==> src/rtl/booth_share_arbiter_module_pkg.sv <==
// Shared definitions for the booth multiplier and the controllers that share it:
// controller state encoding, default operand width and wait budget.
package booth_share_arbiter_module_pkg;

  localparam int BOOTH_WIDTH_DEF   = 8;
  localparam int BOOTH_TIMEOUT_DEF = 63;

  typedef enum logic [1:0] {
    ST_IDLE  = 2'd0,
    ST_ISSUE = 2'd1,
    ST_WAIT  = 2'd2,
    ST_DONE  = 2'd3
  } arb_state_t;

  // Encoding of the last-served flag: which requester owned the previous operation.
  localparam logic LAST_REQ0 = 1'b0;
  localparam logic LAST_REQ1 = 1'b1;

endpackage

==> src/rtl/booth_share_arbiter_module_rr_pick.sv <==
// Two-way round-robin pick: a lone requester wins outright; on a tie the
// requester that was not served last wins.
module booth_rr_pick_module
  import booth_share_arbiter_module_pkg::*;
(
  input  logic       req0,
  input  logic       req1,
  input  logic       last_served,
  output logic [1:0] pick
);

  always_comb begin
    pick = 2'b00;
    if (req0 && req1) begin
      pick = (last_served == LAST_REQ1) ? 2'b01 : 2'b10;
    end else if (req0) begin
      pick = 2'b01;
    end else if (req1) begin
      pick = 2'b10;
    end
  end

endmodule

==> src/rtl/booth_share_arbiter_module.sv <==
// Arbitrates two requesters onto one shared booth multiplier, with a bounded
// wait for the multiplier and a one-cycle done pulse back to the owner.
module booth_share_arbiter_module
  import booth_share_arbiter_module_pkg::*;
#(
  parameter int WIDTH   = BOOTH_WIDTH_DEF,
  parameter int TIMEOUT = BOOTH_TIMEOUT_DEF
) (
  input  logic               clk,
  input  logic               rst_n,
  input  logic               req0_start_sig,
  input  logic [WIDTH-1:0]   req0_A,
  input  logic [WIDTH-1:0]   req0_B,
  output logic               req0_done_sig,
  output logic [2*WIDTH-1:0] req0_product,
  input  logic               req1_start_sig,
  input  logic [WIDTH-1:0]   req1_A,
  input  logic [WIDTH-1:0]   req1_B,
  output logic               req1_done_sig,
  output logic [2*WIDTH-1:0] req1_product,
  output logic               mul_start_sig,
  output logic [WIDTH-1:0]   mul_A,
  output logic [WIDTH-1:0]   mul_B,
  input  logic               mul_done_sig,
  input  logic [2*WIDTH-1:0] mul_product,
  output logic [1:0]         grant,
  output logic               timeout_sig
);

  // state | meaning
  // IDLE  | no owner; pick a requester and latch its operands
  // ISSUE | raise mul_start_sig, load the wait budget
  // WAIT  | multiplier busy; finish on mul_done_sig or on budget expiry
  // DONE  | owner's done_sig (and timeout_sig if aborted) high for this cycle

  localparam int CW = $clog2(TIMEOUT + 1);

  arb_state_t         state_q, state_nx;
  logic [1:0]         pick;
  logic               last_q;
  logic [CW-1:0]      cnt_q;
  logic               take, issue, finish_ok, finish_to, retire;
  logic [2*WIDTH-1:0] result;

  booth_rr_pick_module u_pick (
    .req0        (req0_start_sig),
    .req1        (req1_start_sig),
    .last_served (last_q),
    .pick        (pick)
  );

  always_ff @(posedge clk or negedge rst_n) begin
    if (!rst_n) state_q <= ST_IDLE;
    else        state_q <= state_nx;
  end

  always_comb begin
    state_nx  = state_q;
    take      = 1'b0;
    issue     = 1'b0;
    finish_ok = 1'b0;
    finish_to = 1'b0;
    retire    = 1'b0;
    case (state_q)
      ST_IDLE: begin
        if (|pick) begin
          take     = 1'b1;
          state_nx = ST_ISSUE;
        end
      end
      ST_ISSUE: begin
        issue    = 1'b1;
        state_nx = ST_WAIT;
      end
      ST_WAIT: begin
        // A completion arriving on the last budgeted cycle still counts as success.
        if (mul_done_sig) begin
          finish_ok = 1'b1;
          state_nx  = ST_DONE;
        end else if (cnt_q == CW'(1)) begin
          finish_to = 1'b1;
          state_nx  = ST_DONE;
        end
      end
      ST_DONE: begin
        retire   = 1'b1;
        state_nx = ST_IDLE;
      end
      default: state_nx = ST_IDLE;
    endcase
  end

  assign result = finish_ok ? mul_product : '0;

  always_ff @(posedge clk or negedge rst_n) begin
    if (!rst_n) begin
      grant         <= 2'b00;
      last_q        <= LAST_REQ1;
      mul_A         <= '0;
      mul_B         <= '0;
      mul_start_sig <= 1'b0;
      cnt_q         <= '0;
      req0_done_sig <= 1'b0;
      req1_done_sig <= 1'b0;
      req0_product  <= '0;
      req1_product  <= '0;
      timeout_sig   <= 1'b0;
    end else begin
      if (take) begin
        grant <= pick;
        mul_A <= pick[0] ? req0_A : req1_A;
        mul_B <= pick[0] ? req0_B : req1_B;
      end
      if (issue) begin
        mul_start_sig <= 1'b1;
        cnt_q         <= CW'(TIMEOUT);
      end else if (state_q == ST_WAIT) begin
        cnt_q <= cnt_q - CW'(1);
      end
      if (finish_ok || finish_to) begin
        mul_start_sig <= 1'b0;
        timeout_sig   <= finish_to;
        if (grant[0]) begin
          req0_product  <= result;
          req0_done_sig <= 1'b1;
        end else begin
          req1_product  <= result;
          req1_done_sig <= 1'b1;
        end
      end
      if (retire) begin
        req0_done_sig <= 1'b0;
        req1_done_sig <= 1'b0;
        timeout_sig   <= 1'b0;
        grant         <= 2'b00;
        last_q        <= grant[1] ? LAST_REQ1 : LAST_REQ0;
      end
    end
  end

endmodule
==> config.mk <==
export PLATFORM = sky130hd
export DESIGN_NAME = booth_share_arbiter_module
export DESIGN_NICKNAME = d
export VERILOG_FILES = /design/src/rtl/booth_share_arbiter_module_pkg.sv /design/src/rtl/booth_share_arbiter_module_rr_pick.sv /design/src/rtl/booth_share_arbiter_module.sv
export SDC_FILE = /design/constraint.sdc
export NUM_CORES = 1
export LEC_CHECK = 0
export ABC_AREA = 1
export BUFFER_PORTS_ARGS = -buffer_cell sky130_fd_sc_hd__clkbuf_2
export CAP_MARGIN = 40
export CORE_MARGIN = 3
export CORE_UTILIZATION = 49
export DETAILED_ROUTE_END_ITERATION = 8
export GPL_TIMING_DRIVEN = 0
export PLACE_DENSITY = 0.91
export SLEW_MARGIN = 20
export SYNTH_ARGS = -nofsm -noshare
export SYNTH_HDL_FRONTEND = slang
export SYNTH_HIERARCHICAL = 1
export SYNTH_SLANG_ARGS = --single-unit
==> constraint.sdc <==
create_clock -name clk -period 1.9 [get_ports clk]
set_input_delay 0.38 -clock clk [delete_from_list [all_inputs] [get_ports clk]]
set_output_delay 0.38 -clock clk [all_outputs]
set_load 0.01 [all_outputs]
==> results of run 1 <==
==> flip-flops by register name, summed over array words and instances, names as in the netlist <==
| signal | count |
|---|---|
| req0_done_sig | 1 |
| cnt_q | 6 |
| req0_product | 16 |
| state_q | 2 |
| last_q | 1 |
| grant | 2 |
| req1_done_sig | 1 |
| mul_start_sig | 1 |
| req1_product | 16 |
| timeout_sig | 1 |
| mul_A | 8 |
| mul_B | 8 |
==> routing by layer <==
layer	wire length, um	vias up
met5	0	-
met4	100	0
met3	436	10
met2	3492	90
met1	2819	1245
li1	-	1299
==> report_power, final <==
| group | internal, mW | switching, mW |
|---|---|---|
| clock | 0.675 | 0.515 |
| combinational | 0.943 | 1.51 |
| sequential | 1.97 | 0.375 |
| total | 3.59 | 2.40 |
==> logic make-up after synthesis <==
logic type                 after synthesis  synth area share
and+or+nand+nor                        194            0.2726
adders and majority gates                6           0.02642
buffers and inverters                   45           0.06913
DFF                                     63            0.5553
xor gates and xnor gates                 1          0.003083
AOI/OAI and AO/OA                       31           0.07354
==> layout make-up <==
type,instances,area [um2],share of cell area
clock inverters,5,56.30,0.01521
repair buffers,108,563.0,0.1521
multi-input cells,232,1067,0.2883
well taps,72,90.09,0.02433
clock buffers,11,151.4,0.04089
inverters,33,123.9,0.03346
plain buffers,12,72.57,0.01960
flip-flops and latches,63,1578,0.4262
==> how the worst min path moves through the flow <==
stage / endpoint / slack (ps)
3_5_place_dp: req0_product[12] / 310
5_1_grt: mul_A[2] / 280
6_report: mul_A[2] / 290
3_3_place_gp: req0_product[10] / 450
2_1_floorplan: cnt_q[0] / 80
4_1_cts: mul_B[2] / 270
==> worst max-delay path, delay by kind of cell, from the launching register on <==
family                   cells  cell delay [ps]
AND/OR/NAND/NOR              6              650
flip-flops                   1              400
buffers and inverters        3              320
adder cells (fa/ha/maj)      1              220
==> Yosys cell counts (2+ instances only) <==
cell	n
clkbuf_1	2
nand3_1	5
nand2_1	140
clkinv_1	2
buf_2	7
inv_1	31
a21oi_1	3
a21oi_4	2
a31oi_1	16
nand2_2	3
o22ai_1	2
nor2_1	39
nor3_1	2
dfrtp_1	62
buf_6	2
ha_1	6
o21ai_0	5
nand2_4	2
==> per-stage QoR <==
stage / instances / instance area, um2 / setup slack (ps)
2_1_floorplan: 340 / 2841 / 408.4
3_3_place_gp: 518 / 3462 / 154.8
3_5_place_dp: 519 / 3485 / 201.5
4_1_cts: 536 / 3702 / 182.7
5_1_grt: 536 / 3702 / 49.29
6_report: 536 / 3702 / 184.6
==> results by group, run 1 <==
Worst setup path
  – Critical path class: reg2reg
  – CP Capture Point: req0_product[5]
  – Crit-path max FO: 10
  – Crit-path slowest cell: dfrtp_1
  – WP data arrival: approximately 1900 ps
  – Setup crit start kind: register
  – R2R Path End: req0_product[5]
  – Crit path largest cell delay: 400 ps
  – CP Capture Type: register
  – Critical Path Start: state_q[0]
  – CP cell instances: inv_1 -> ha_1 -> inv_1 -> nor2_1 -> nand4_2 -> nand2_2 -> nand2_4 -> buf_6 -> nand2_1 -> nand2_1
  – Critical Path RT: between 2000 and 2500 ps
  – R2r startpoint: state_q[0]
  – Reg2reg setup slack: roughly 180 ps
  – Worst R2R Path Depth: 10

Placed design
  – GPL Wtd Cong: 0.8379
  – PortBufs: 106
  – Post-DP HPWL: approximately 5200 um

Floorplan
  – Die area: roughly 6700 um2
  – Die W: slightly above 80 um
  – I/O Pins: 107
  – Site Rows: 27
  – Die height: around 80 um
  – Initial Util: 0.5098
  – Core Area: around 5600 um2

GRT
  – Met2 Usage GRT: 0.3659
  – Largest net degree at the start of global routing: 45
  – Grt ovf: 0
  – Met1 Resource Use GR: 0.2443
  – Global-route met3 utilization: 0.04664
  – First-pass GRT wire length: roughly 11000 um
  – Antenna violations before repair: 0
  – Vias in the first global route: around 2400
  – Most Used Layer, Global Route: met2
  – Gr usage total: 0.2068

STA
  – Pins Over Slew Limit: 0
  – Fmax achieved: approximately 580 MHz
  – Final worst path period share: 0.9028
  – Worst Hold Slack: between 200 and 300 ps
  – TNS Setup: 0 ps
  – Least-Margin Pin Slew: ~460 ps
  – RSZ-0062 raised after global routing: no
  – # setup viols final: 0
  – Min Tclk post-route: ~1700 ps
  – Relative slew slack: 0.6946
  – Final Hold Viols: 0
  – Fin Clk Skew: around 9.6 ps

Finish
  – Most common cell after layout, fill and taps aside: nand2_1
  – # diodes: 0
  – Share of cells above drive strength 1: 0.3082
  – Post-layout util: 0.6642
  – Most frequent cells in the layout: nand2_1 (140), clkbuf_2 (105), dfrtp_1 (62)
  – Layout area overhead: 30.30%
  – FILL cells: roughly 460
  – Fin nets: between 500 and 600

Logic synthesis
  – Most used DFF post-synth: dfrtp_1
  – Async SR Flop Fraction: 1.000
  – EDFF count, synth: 0
  – Synth cell types: 27
  – Mapped Cells: 340
  – Cell taking the most area after synthesis: dfrtp_1
  – Synthesis Warnings: 6
  – Sequential cell area fraction in the yosys report: 0.5553
  – #FFs+latches synth: 63
  – Syn_area_per_cell: between 8 and 9 um2
  – Share of the synthesized area in the top cell type: 0.5460
  – Top post-synthesis cells by area: dfrtp_1 (55%), nand2_1 (18%), nor2_1 (5.2%)
  – Mapped cell area: between 2000 and 3000 um2
  – Synth Net Count: approximately 400

Route
  – Drt drc: 0
  – WL final: a little under 7000 um
  – DR iter-0 viols: ~120
  – DR vias/cell: 4.933
  – Total number of vias: between 2000 and 3000
  – Routed WL per cell: roughly 13 um
  – DR pass1 iterations: 4
  – Antenna viol nets, final: 0

Clock network
  – CTS sink cnt: 63
  – Max Root-Sink Buffers: 2
  – Reg clk slew, reported paths: approximately 80 ps
  – Post-CTS Setup Repair Bufs: 0
  – CTS HTree Levels: 3
  – Clock Tree Root: clkbuf_8
  – Post-CTS Resized: 0
  – Cts hold-fix bufs: 1
  – CTS buffer count: 9
  – CTS tree: yes
  – Clk_lat worst skew: 330 ps

Run status
  – Status: completed

Worst hold path
  – Hold WC Path Type: in2reg
  – Hold wc startpoint: req0_A[2]
  – Hold path cells: 3

Power and ir drop
  – Max IR drop VDD: about 0.67 mV
  – Pwr Total: roughly 6.0 mW
  – Leak: approximately 2.1 nW
  – Pwr per Cell Area: around 1600 nW/um2

Job
  – Max Cap Viol: 0
No activity file was read; power rests on OpenSTA's default activity.
==> run 2: changes to the inputs <==
--- a/config.mk
+++ b/config.mk
@@ -8,11 +8,11 @@
 export ABC_AREA = 1
 export BUFFER_PORTS_ARGS = -buffer_cell sky130_fd_sc_hd__clkbuf_2
 export CAP_MARGIN = 40
-export CORE_MARGIN = 3
 export CORE_UTILIZATION = 49
 export DETAILED_ROUTE_END_ITERATION = 8
 export GPL_TIMING_DRIVEN = 0
-export PLACE_DENSITY = 0.91
+export PLACE_DENSITY = 0.83
+export SKIP_LAST_GASP = 1
 export SLEW_MARGIN = 20
 export SYNTH_ARGS = -nofsm -noshare
 export SYNTH_HDL_FRONTEND = slang
==> results by group, run 2 (synthesis results as in run 1) <==
Run status
  – Status: completed

Worst setup path
  – R2r startpoint: last_q
  – CP cell instances: nand3_1 -> nand2_1 -> buf_2 -> clkinv_1 -> buf_2 -> nand2_1 -> a31oi_1
  – Critical path class: reg2reg
  – Crit path largest cell delay: 550 ps (+150 ps)
  – WP buf/inv: 3 (unchanged)
  – CP Depth: 7 (-3)
  – R2R Path End: mul_A[3]
  – CP Capture Point: mul_A[3]
  – Critical Path RT: 2100 ps (about the same)
  – Worst R2R Path Depth: 7 (-3)
  – Setup crit start kind: register
  – Crit-path slowest cell: dfstp_2
  – Critical Path Start: last_q
  – CP Capture Type: register
  – WP data arrival: 1950 ps (+30 ps)
  – Crit-path leading delay family: buffers and inverters
  – Reg2reg setup slack: 150 ps (-30 ps)
  – Crit-path max FO: 10 (unchanged)

Finish
  – # diodes: 0 (unchanged)
  – Most frequent cells in the layout: nand2_1 (140), clkbuf_2 (105), dfrtp_1 (62)
  – Top Registers: req0_product (16), req1_product (16)
  – Final cell count without fillers: 537 (+0.19%)
  – Share of cells above drive strength 1: 0.3075 (-0.0006628)
  – Fin nets: 519 (+0.19%)
  – Layout area overhead: 29.59%
  – Design Area, Final: 3682 um2 (-0.54%)
  – Most common cell after layout, fill and taps aside: nand2_1

Floorplan
  – I/O Pins: 107 (unchanged)
  – Die W: 78.15 um (-4.9%)
  – Die height: 78.15 um (-4.9%)
  – Site Rows: 27 (unchanged)
  – Core Area: 5540 um2 (-0.61%)
  – Die area: 6107 um2 (-9.5%)
  – Initial Util: 0.5129 (+0.003108)

STA
  – Final worst path period share: 0.9205 (+0.01768)
  – Min Tclk post-route: 1749 ps (+33.59 ps)
  – Fmax achieved: 571.8 MHz (-1.9%)
  – Final setup margin: 151.0 ps (-33.59 ps)
  – Relative slew slack: 0.6862 (-0.008361)
  – RSZ-0062 raised after global routing: no
  – # setup viols final: 0 (unchanged)
  – Final Hold Viols: 0 (unchanged)
  – Pins Over Slew Limit: 0 (unchanged)
  – Fin Clk Skew: 6.686 ps (-2.885 ps)
  – Least-Margin Pin Slew: 470.7 ps (+12.54 ps)
  – TNS Setup: 0 ps (unchanged)

Clock network
  – CTS HTree Levels: 3 (unchanged)
  – CTS tree: yes
  – Reg clk slew, reported paths: 70 ps (about the same)
  – CTS buffer count: 9 (unchanged)
  – Max Root-Sink Buffers: 2 (unchanged)
  – CTS sink cnt: 63 (unchanged)
  – Clk_lat worst skew: 330 ps (about the same)
  – Clock Tree Root: clkbuf_8

Worst hold path
  – Hold WC Path Type: in2reg

Route
  – DR pass1 iterations: 4 (unchanged)
  – WL final: 6222 um (-9.2%)
  – Drt drc: 0 (unchanged)
  – Routed WL per cell: 11.59 um (-9.3%)
  – DR vias/cell: 4.784 (-3.0%)
  – DR iter-0 viols: 129 (+4.0%)
  – Total number of vias: 2569 (-2.8%)
  – Antenna viol nets, final: 0 (unchanged)

GRT
  – First-pass GRT wire length: 10650 um (-0.26%)
  – Antenna violations before repair: 0 (unchanged)
  – Vias in the first global route: 2515 (+3.2%)
  – Grt ovf: 0 (unchanged)
  – Largest net degree at the start of global routing: 39 (-13%)
  – Gr usage total: 0.2208 (+0.01408)

Placed design
  – PortBufs: 106 (unchanged)
  – Area of placed instances: 3485 um2 (unchanged)
  – GPL Wtd Cong: 0.7883 (-5.9%)
  – Post-DP HPWL: 4610 um (-11%)
  – Setup WS pre-CTS: 174.7 ps (-26.84 ps)
  – Placed Cells: 519 (unchanged)

Power and ir drop
  – Leak: 2.103 nW (-0.22%)
  – Max IR drop VDD: 0.9502 mV (+41%)
  – Pwr Total: 5.799 mW (-3.2%)
  – Pwr per Cell Area: 1575 nW/um2 (-2.7%)

Job
  – Max Cap Viol: 0 (unchanged)
run 2: cell type report:
cell class | count | area [um2]
Fill cell | 475 | 1858
Sequential cell | 63 | 1578
Multi-Input combinational cell | 232 | 1067
Timing Repair Buffer | 109 | 570.5
Clock buffer | 12 | 155.1
Inverter | 33 | 123.9
Tap cell | 72 | 90.09
Buffer | 12 | 77.57
Clock inverter | 4 | 20.02
run 2: worst min-delay path by stage:
stage,from,to,cells after the start
2_1_floorplan,rst_n,cnt_q[0],0
3_3_place_gp,req0_product[5],req0_product[5],2
3_5_place_dp,rst_n,cnt_q[0],1
4_1_cts,req0_B[2],mul_B[2],3
5_1_grt,req1_A[1],mul_A[1],3
6_report,req0_B[2],mul_B[2],3
run 2: power breakdown:
part | total [mW] | leakage [nW] | internal (mW) | switching, mW
registers | 2.33 | 0.754 | 1.97 | 0.362
clock network | 1.03 | 0.0959 | 0.536 | 0.493
logic | 2.44 | 1.25 | 0.963 | 1.47
total | 5.80 | 2.10 | 3.47 | 2.33
run 2: tightest hold or removal path: stages:
cell      delay [ps]
clkbuf_2          80
nand2_1           50
a31oi_1           70
run 2: layer usage:
| layer | routed length (um) | vias up | track usage |
|---|---|---|---|
| met3 | 296 | 8 | 0.05116 |
| met2 | 3026 | 79 | 0.3684 |
| met5 | 0 | - | 0 |
| met1 | 2824 | 1189 | 0.2852 |
| met4 | 75 | 0 | 0.07037 |
| li1 | - | 1293 | - |
run 2: through the flow:
stage	hold slack, ps	util
2_1_floorplan	84.41	-
3_3_place_gp	452.8	0.6249
3_5_place_dp	344.4	0.6290
4_1_cts	275.1	0.6624
5_1_grt	285.4	0.6646
6_report	284.6	0.6646
run 2: timing repair:
| item | in CTS | in global routing |
|---|---|---|
| hold endpoints to repair | 22 | 0 |
| hold buffers | 1 | 0 |
| setup buffers | 0 | 1 |
| endpoints found under the setup margin | 0 | 8 |
| gates resized for setup | 0 | 2 |
